--- config.mk ---
export PLATFORM = sky130hd
export DESIGN_NAME = clock_set_controller
export DESIGN_NICKNAME = d
export VERILOG_FILES = /design/src/rtl/clock_set_controller.sv
export SDC_FILE = /design/constraint.sdc
export NUM_CORES = 1
export LEC_CHECK = 0
export ABC_AREA = 1
export CAP_MARGIN = 20
export CORE_MARGIN = 3
export CORE_UTILIZATION = 60
export DETAILED_ROUTE_END_ITERATION = 16
export PLACE_DENSITY_LB_ADDON = 0.3
export RECOVER_POWER = 100
export SLEW_MARGIN = 20
export SYNTH_ARGS = -nofsm -noshare
export SYNTH_HDL_FRONTEND = slang
export SYNTH_SLANG_ARGS = --single-unit
--- constraint.sdc ---
create_clock -name clk_50Mhz -period 6.3 [get_ports clk_50Mhz]
set_input_delay 1.26 -clock clk_50Mhz [delete_from_list [all_inputs] [get_ports clk_50Mhz]]
set_output_delay 1.26 -clock clk_50Mhz [all_outputs]
set_load 0.01 [all_outputs]
--- src/rtl/clock_set_controller.sv ---
// Button-driven edit sequencer for the digital clock: captures the running time,
// lets the user step hours/minutes/seconds and alarm fields, then commits them.
module clock_set_controller #(
    parameter int unsigned HOLD_CYCLES      = 25_000_000,
    parameter int unsigned REPEAT_CYCLES    = 5_000_000,
    parameter int unsigned TIMEOUT_CYCLES   = 500_000_000,
    parameter int unsigned LOAD_HOLD_CYCLES = 60_000_000
) (
    input  logic       clk_50Mhz,
    input  logic       reset,
    input  logic       btn_mode,
    input  logic       btn_inc,
    input  logic       btn_dec,
    input  logic       btn_ok,
    input  logic [7:0] cur_hours,
    input  logic [7:0] cur_minutes,
    input  logic [7:0] cur_seconds,
    output logic       load_time,
    output logic [7:0] load_hours,
    output logic [7:0] load_minutes,
    output logic [7:0] load_seconds,
    output logic       set_alarm_enable,
    output logic [7:0] set_alarm_hours,
    output logic [7:0] set_alarm_minutes,
    output logic [2:0] edit_field,
    output logic       busy
);

    typedef enum logic [2:0] {
        RUN, T_HR, T_MIN, T_SEC, A_HR, A_MIN, COMMIT_T, COMMIT_A
    } state_t;

    state_t      state, state_next;
    logic        btn_mode_q, btn_inc_q, btn_dec_q, btn_ok_q;
    logic        mode_rise, inc_rise, dec_rise, ok_rise, any_rise;
    logic        in_edit, in_time_edit, single, single_rise, hold_active, step_now, timed_out;
    logic        repeating, commit_done;
    logic [31:0] hold_cnt, idle_cnt, commit_cnt, hold_limit;
    logic [7:0]  eh, em, es, ah, am;

    function automatic logic [7:0] clamp(input logic [7:0] v, input logic [7:0] max_v);
        return (v > max_v) ? max_v : v;
    endfunction

    function automatic logic [7:0] step_field(input logic [7:0] v, input logic [7:0] max_v,
                                              input logic up);
        if (up) return (v >= max_v) ? 8'd0 : v + 8'd1;
        else    return (v == 8'd0) ? max_v : v - 8'd1;
    endfunction

    always_comb begin
        mode_rise    = btn_mode & ~btn_mode_q;
        inc_rise     = btn_inc & ~btn_inc_q;
        dec_rise     = btn_dec & ~btn_dec_q;
        ok_rise      = btn_ok & ~btn_ok_q;
        any_rise     = mode_rise | inc_rise | dec_rise | ok_rise;
        in_time_edit = (state == T_HR) || (state == T_MIN) || (state == T_SEC);
        in_edit      = in_time_edit || (state == A_HR) || (state == A_MIN);
        // Exactly one of inc/dec held; mode or ok on the same cycle suppresses stepping
        single       = btn_inc ^ btn_dec;
        single_rise  = (btn_inc & inc_rise) | (btn_dec & dec_rise);
        hold_limit   = repeating ? REPEAT_CYCLES : HOLD_CYCLES;
        hold_active  = in_edit & ~mode_rise & ~ok_rise & single;
        step_now     = hold_active & (single_rise | (hold_cnt == hold_limit));
        timed_out    = in_edit & ~any_rise & ~step_now & (idle_cnt >= TIMEOUT_CYCLES);
        commit_done  = (commit_cnt >= LOAD_HOLD_CYCLES - 1);
    end

    always_comb begin
        state_next = state;
        case (state)
            RUN:      if (mode_rise) state_next = T_HR;
            T_HR:     if (ok_rise) state_next = COMMIT_T;
                      else if (mode_rise) state_next = T_MIN;
                      else if (timed_out) state_next = RUN;
            T_MIN:    if (ok_rise) state_next = COMMIT_T;
                      else if (mode_rise) state_next = T_SEC;
                      else if (timed_out) state_next = RUN;
            T_SEC:    if (ok_rise) state_next = COMMIT_T;
                      else if (mode_rise) state_next = A_HR;
                      else if (timed_out) state_next = RUN;
            A_HR:     if (ok_rise) state_next = COMMIT_A;
                      else if (mode_rise) state_next = A_MIN;
                      else if (timed_out) state_next = RUN;
            A_MIN:    if (ok_rise) state_next = COMMIT_A;
                      else if (mode_rise || timed_out) state_next = RUN;
            COMMIT_T,
            COMMIT_A: if (commit_done) state_next = RUN;
            default:  state_next = RUN;
        endcase
    end

    always_comb begin
        load_time        = (state == COMMIT_T);
        set_alarm_enable = (state == COMMIT_A);
        busy             = (state != RUN);
        case (state)
            T_HR:    edit_field = 3'd1;
            T_MIN:   edit_field = 3'd2;
            T_SEC:   edit_field = 3'd3;
            A_HR:    edit_field = 3'd4;
            A_MIN:   edit_field = 3'd5;
            default: edit_field = 3'd0;
        endcase
    end

    always_ff @(posedge clk_50Mhz) begin
        if (reset) begin
            state             <= RUN;
            btn_mode_q        <= 1'b0;
            btn_inc_q         <= 1'b0;
            btn_dec_q         <= 1'b0;
            btn_ok_q          <= 1'b0;
            hold_cnt          <= '0;
            repeating         <= 1'b0;
            idle_cnt          <= '0;
            commit_cnt        <= '0;
            eh                <= '0;
            em                <= '0;
            es                <= '0;
            ah                <= '0;
            am                <= '0;
            load_hours        <= '0;
            load_minutes      <= '0;
            load_seconds      <= '0;
            set_alarm_hours   <= '0;
            set_alarm_minutes <= '0;
        end else begin
            state      <= state_next;
            btn_mode_q <= btn_mode;
            btn_inc_q  <= btn_inc;
            btn_dec_q  <= btn_dec;
            btn_ok_q   <= btn_ok;

            // A fresh press restarts the initial hold delay; later steps use the repeat period
            if (!hold_active) begin
                hold_cnt  <= '0;
                repeating <= 1'b0;
            end else if (step_now) begin
                hold_cnt  <= 32'd1;
                repeating <= ~single_rise;
            end else begin
                hold_cnt  <= hold_cnt + 32'd1;
            end

            if (!in_edit || any_rise || step_now) idle_cnt <= '0;
            else                                  idle_cnt <= idle_cnt + 32'd1;

            if (state == COMMIT_T || state == COMMIT_A) commit_cnt <= commit_cnt + 32'd1;
            else                                        commit_cnt <= '0;

            if (state == RUN && mode_rise) begin
                eh <= clamp(cur_hours, 8'd23);
                em <= clamp(cur_minutes, 8'd59);
                es <= clamp(cur_seconds, 8'd59);
            end

            if (state == T_SEC && state_next == A_HR) begin
                ah <= set_alarm_hours;
                am <= set_alarm_minutes;
            end

            if (step_now) begin
                case (state)
                    T_HR:    eh <= step_field(eh, 8'd23, btn_inc);
                    T_MIN:   em <= step_field(em, 8'd59, btn_inc);
                    T_SEC:   es <= step_field(es, 8'd59, btn_inc);
                    A_HR:    ah <= step_field(ah, 8'd23, btn_inc);
                    A_MIN:   am <= step_field(am, 8'd59, btn_inc);
                    default: ;
                endcase
            end

            if (in_edit && ok_rise) begin
                if (in_time_edit) begin
                    load_hours   <= eh;
                    load_minutes <= em;
                    load_seconds <= es;
                end else begin
                    set_alarm_hours   <= ah;
                    set_alarm_minutes <= am;
                end
            end
        end
    end

endmodule

==> results_dict.tcl <==
set metrics [dict create \
    slowest_delay_ns 0.93 \
    grt_use_total_pct 26.4 \
    post_cts_buffers 0 \
    io_pins 76 \
    arrival_ns 5.09 \
    clockBufferDepth 2 \
    syn_area_mm2 0.0101 \
    vias_per_cell 5.56 \
    gp_congestion 0.966 \
    maxSlewHeadroom_pct 14.5 \
    yosysTopAreaCell "dfxtp_1" \
    synth_cell_types 60 \
    total_power_w 0.00339 \
    min_path_type "reg -> reg" \
    cp-end-kind "register" \
    antenna_found_initial 0 \
    numPortBuffers 75 \
    cts_resized 0 \
    hold_viol 0 \
    coreArea_mm2 0.0162 \
    path_max_fanout 28 \
    p_clk_share_pct 33.7 \
    multiInputGateArea_mm2 0.00544 \
    dpl.cell_count 1733 \
    cp_common_cell "nand2_1" \
    cts.sinks 184 \
    p_switching_w 0.00115 \
    async_flop_share_pct 0 \
    die_w_um 136 \
    critPathKind "in -> reg" \
    r2r_slack_ns 3.37 \
    regArea_mm2 0.00368 \
    wl_per_cell_um 13.7 \
    p_seq_share_pct 39.6 \
    vias 9816 \
    fin_cells 1765 \
    yosysSeqAreaShare_pct 36.5 \
    maxSlewViolCount 0 \
    synth_seq_cells 184 \
    hpwl_mm 17.2 \
    grt_overflow 0 \
    power.internal_w 0.00224 \
    synth-edff-count 0 \
    fmax_mhz 210 \
    fin_skew_ns 0.00802 \
    final_area_mm2 0.0116 \
    netlist_top_cells_area "dfxtp_1 (37%), nand2_1 (8.7%), nor2_1 (8.3%)" \
    drt_iter0_drc 729 \
    detail_route.first_pass.iterations 7 \
    initial_core_util_pct 62.4 \
    min_period_ns 4.75 \
    cts_tree "built" \
    diodes 0 \
    drt-total-wl_mm 24.2 \
    p_sw_share_pct 33.9 \
    clockRootBuffer "clkbuf_16" \
    fill_cells 1321 \
    ys.flop_type "dfxtp_1" \
    postRouteAntennaNets 0 \
    worstMarginPinSlew_ns 1.28 \
    num_rows 46 \
    pwr-share-comb_pct 26.7 \
    slowest_stage "clkbuf_1" \
    synth_top_cell_area_share_pct 36.5 \
    yosys_warnings 0 \
    drive_gt1_share_pct 4.91 \
    setup_violations 0 \
    synth_area_per_cell_um2 6.83 \
    worstSetupStartpointType "primary input" \
    cp.required_ns 6.63 \
    tns_ns 0 \
    syn_inst 1478 \
    layout_worst_path_cycle_share_pct 75.4 \
    rsz0062_at_grt "no" \
    critical_path.cell_chain "clkdlybuf4s50_1, clkbuf_1, inv_2, o22ai_1, inv_1, nand2_1, nand2_4, nand3_4, nand2_1, nand2_1, nand2_1, nand2_1, nand2_4, nor2_8, nand2_4, nand2_1, nand3_1, nand3_1, inv_1" \
    final_cell_mix "nand2_1 (235), nor2_1 (222), inv_1 (194)" \
    status "completed" \
    irDropWorstVdd_uv 221 \
    syn_to_final_growth_pct 14.7 \
    syn_nets 1531 \
    clkTransAtPathRegs_ns 0.07 \
    grt_pass1_vias 8981 \
    cts_buffers 17 \
    cts-hold-fix-buffers 0 \
    mostFrequentLayoutCell "nand2_1" \
    cellPowerDensity_mw_per_mm2 293 \
    fp.dieArea_mm2 0.0184 \
    drc_errors 0 \
    die_h_um 136 \
    final_nets 1589 \
    max-cap-violations 0 \
    place_area_mm2 0.0110 \
    clk_latency_ns 0.44 \
    p_leak_nw 4.75 \
    grt_pass1_wl_mm 40.4 \
    grt_max_degree 73 \
    h-tree-depth 4 \
]
[worst paths after layout]
path	start	depth (start not counted)	to
min	commit_cnt[0]	1	commit_cnt[0]
max reg2reg	btn_ok_q	6	load_seconds[5]
min reg2reg	commit_cnt[0]	1	commit_cnt[0]
max	btn_inc	19	am[2]
[power by group through the flow]
stage | logic [W] | clock network (W) | registers (W)
after detailed placement | 0.000922 | 0 | 0.00137
final | 0.000905 | 0.00114 | 0.00134
after CTS | 0.000928 | 0.00115 | 0.00134
after global routing | 0.00101 | 0.00120 | 0.00136
after floorplan | 0.000622 | 0 | 0.00136
after global placement | 0.000903 | 0 | 0.00137
[state kept, by name, indices dropped and copies added, names as in the netlist, 8 cells and up]
register           count
ah                     8
idle_cnt              32
commit_cnt            32
load_hours             8
am                     8
set_alarm_minutes      8
em                     8
set_alarm_hours        8
load_minutes           8
eh                     8
es                     8
load_seconds           8
hold_cnt              32
[per-stage QoR]
stage                     util (%)  setup slack, ns  hold slack [ns]
after floorplan                  -             3.35            0.417
after global placement        67.9             2.21            0.429
after detailed placement      67.9             2.11            0.438
after CTS                     71.8             2.55            0.452
after global routing          71.6             1.19            0.478
final                         71.6             1.55            0.448
[critical path: cells and delay by family]
family / cells / cell delay, ns
AOI/OAI and AO/OA: 1 / 0.46
and+or+nand+nor: 13 / 1.42
buffers and inverters: 5 / 1.92
[layer usage]
metal / wire length (um) / track usage, % / share of wire, %
met1: 10900 / 33.7 / 45
met2: 11400 / 44.7 / 47
met3: 1410 / 4.57 / 5.8
met4: 512 / 9.63 / 2.1
met5: 0 / 0 / 0
[cells by family after synthesis]
logic type                 count (synthesis)  share of synthesized area, %
xor gates and xnor gates                  41                          3.56
adders and majority gates                 23                          2.85
AOI/OAI and AO/OA                        282                          16.0
DFF                                      184                          36.5
buffers and inverters                    246                          9.39
and+or+nand+nor                          702                          31.7
[synth_stat cells, types with 2 or more instances]
master and number:
nand2_1 233, nor2_1 222, inv_1 193, dfxtp_1 184
o21ai_0 108, a21oi_1 103, nand3_1 93, nor3_1 52
clkbuf_1 32, nand4_1 31, xor2_1 25, ha_1 23
xnor2_1 16, nor3b_1 13, a211oi_1 12, nor2_2 9
nor4_1 8, a22oi_1 7, nand2_2 7, o21a_1 7
o22ai_1 7, a31oi_1 6, and3_1 5, clkinv_1 5
inv_2 5, o211ai_1 5, or2_2 5, a221oi_1 4
buf_2 4, o21bai_1 4, a311oi_1 3, buf_1 3
buf_4 3, nand2_4 3, nor4_2 3, a21oi_4 2
a41oi_1 2, nand3_2 2, nand3_4 2, nand3b_1 2
o221ai_1 2, o311ai_0 2, o32ai_1 2, or2_1 2
or3_1 2
[cell type report]
type | instances | share of cell area, %
clock inverters | 14 | 1.60
multi-input cells | 1048 | 47.0
repair buffers | 82 | 6.81
well taps | 216 | 2.34
clock buffers | 18 | 3.80
inverters | 203 | 6.58
flip-flops and latches | 184 | 31.8
No activity file was read; power rests on OpenSTA's default activity.
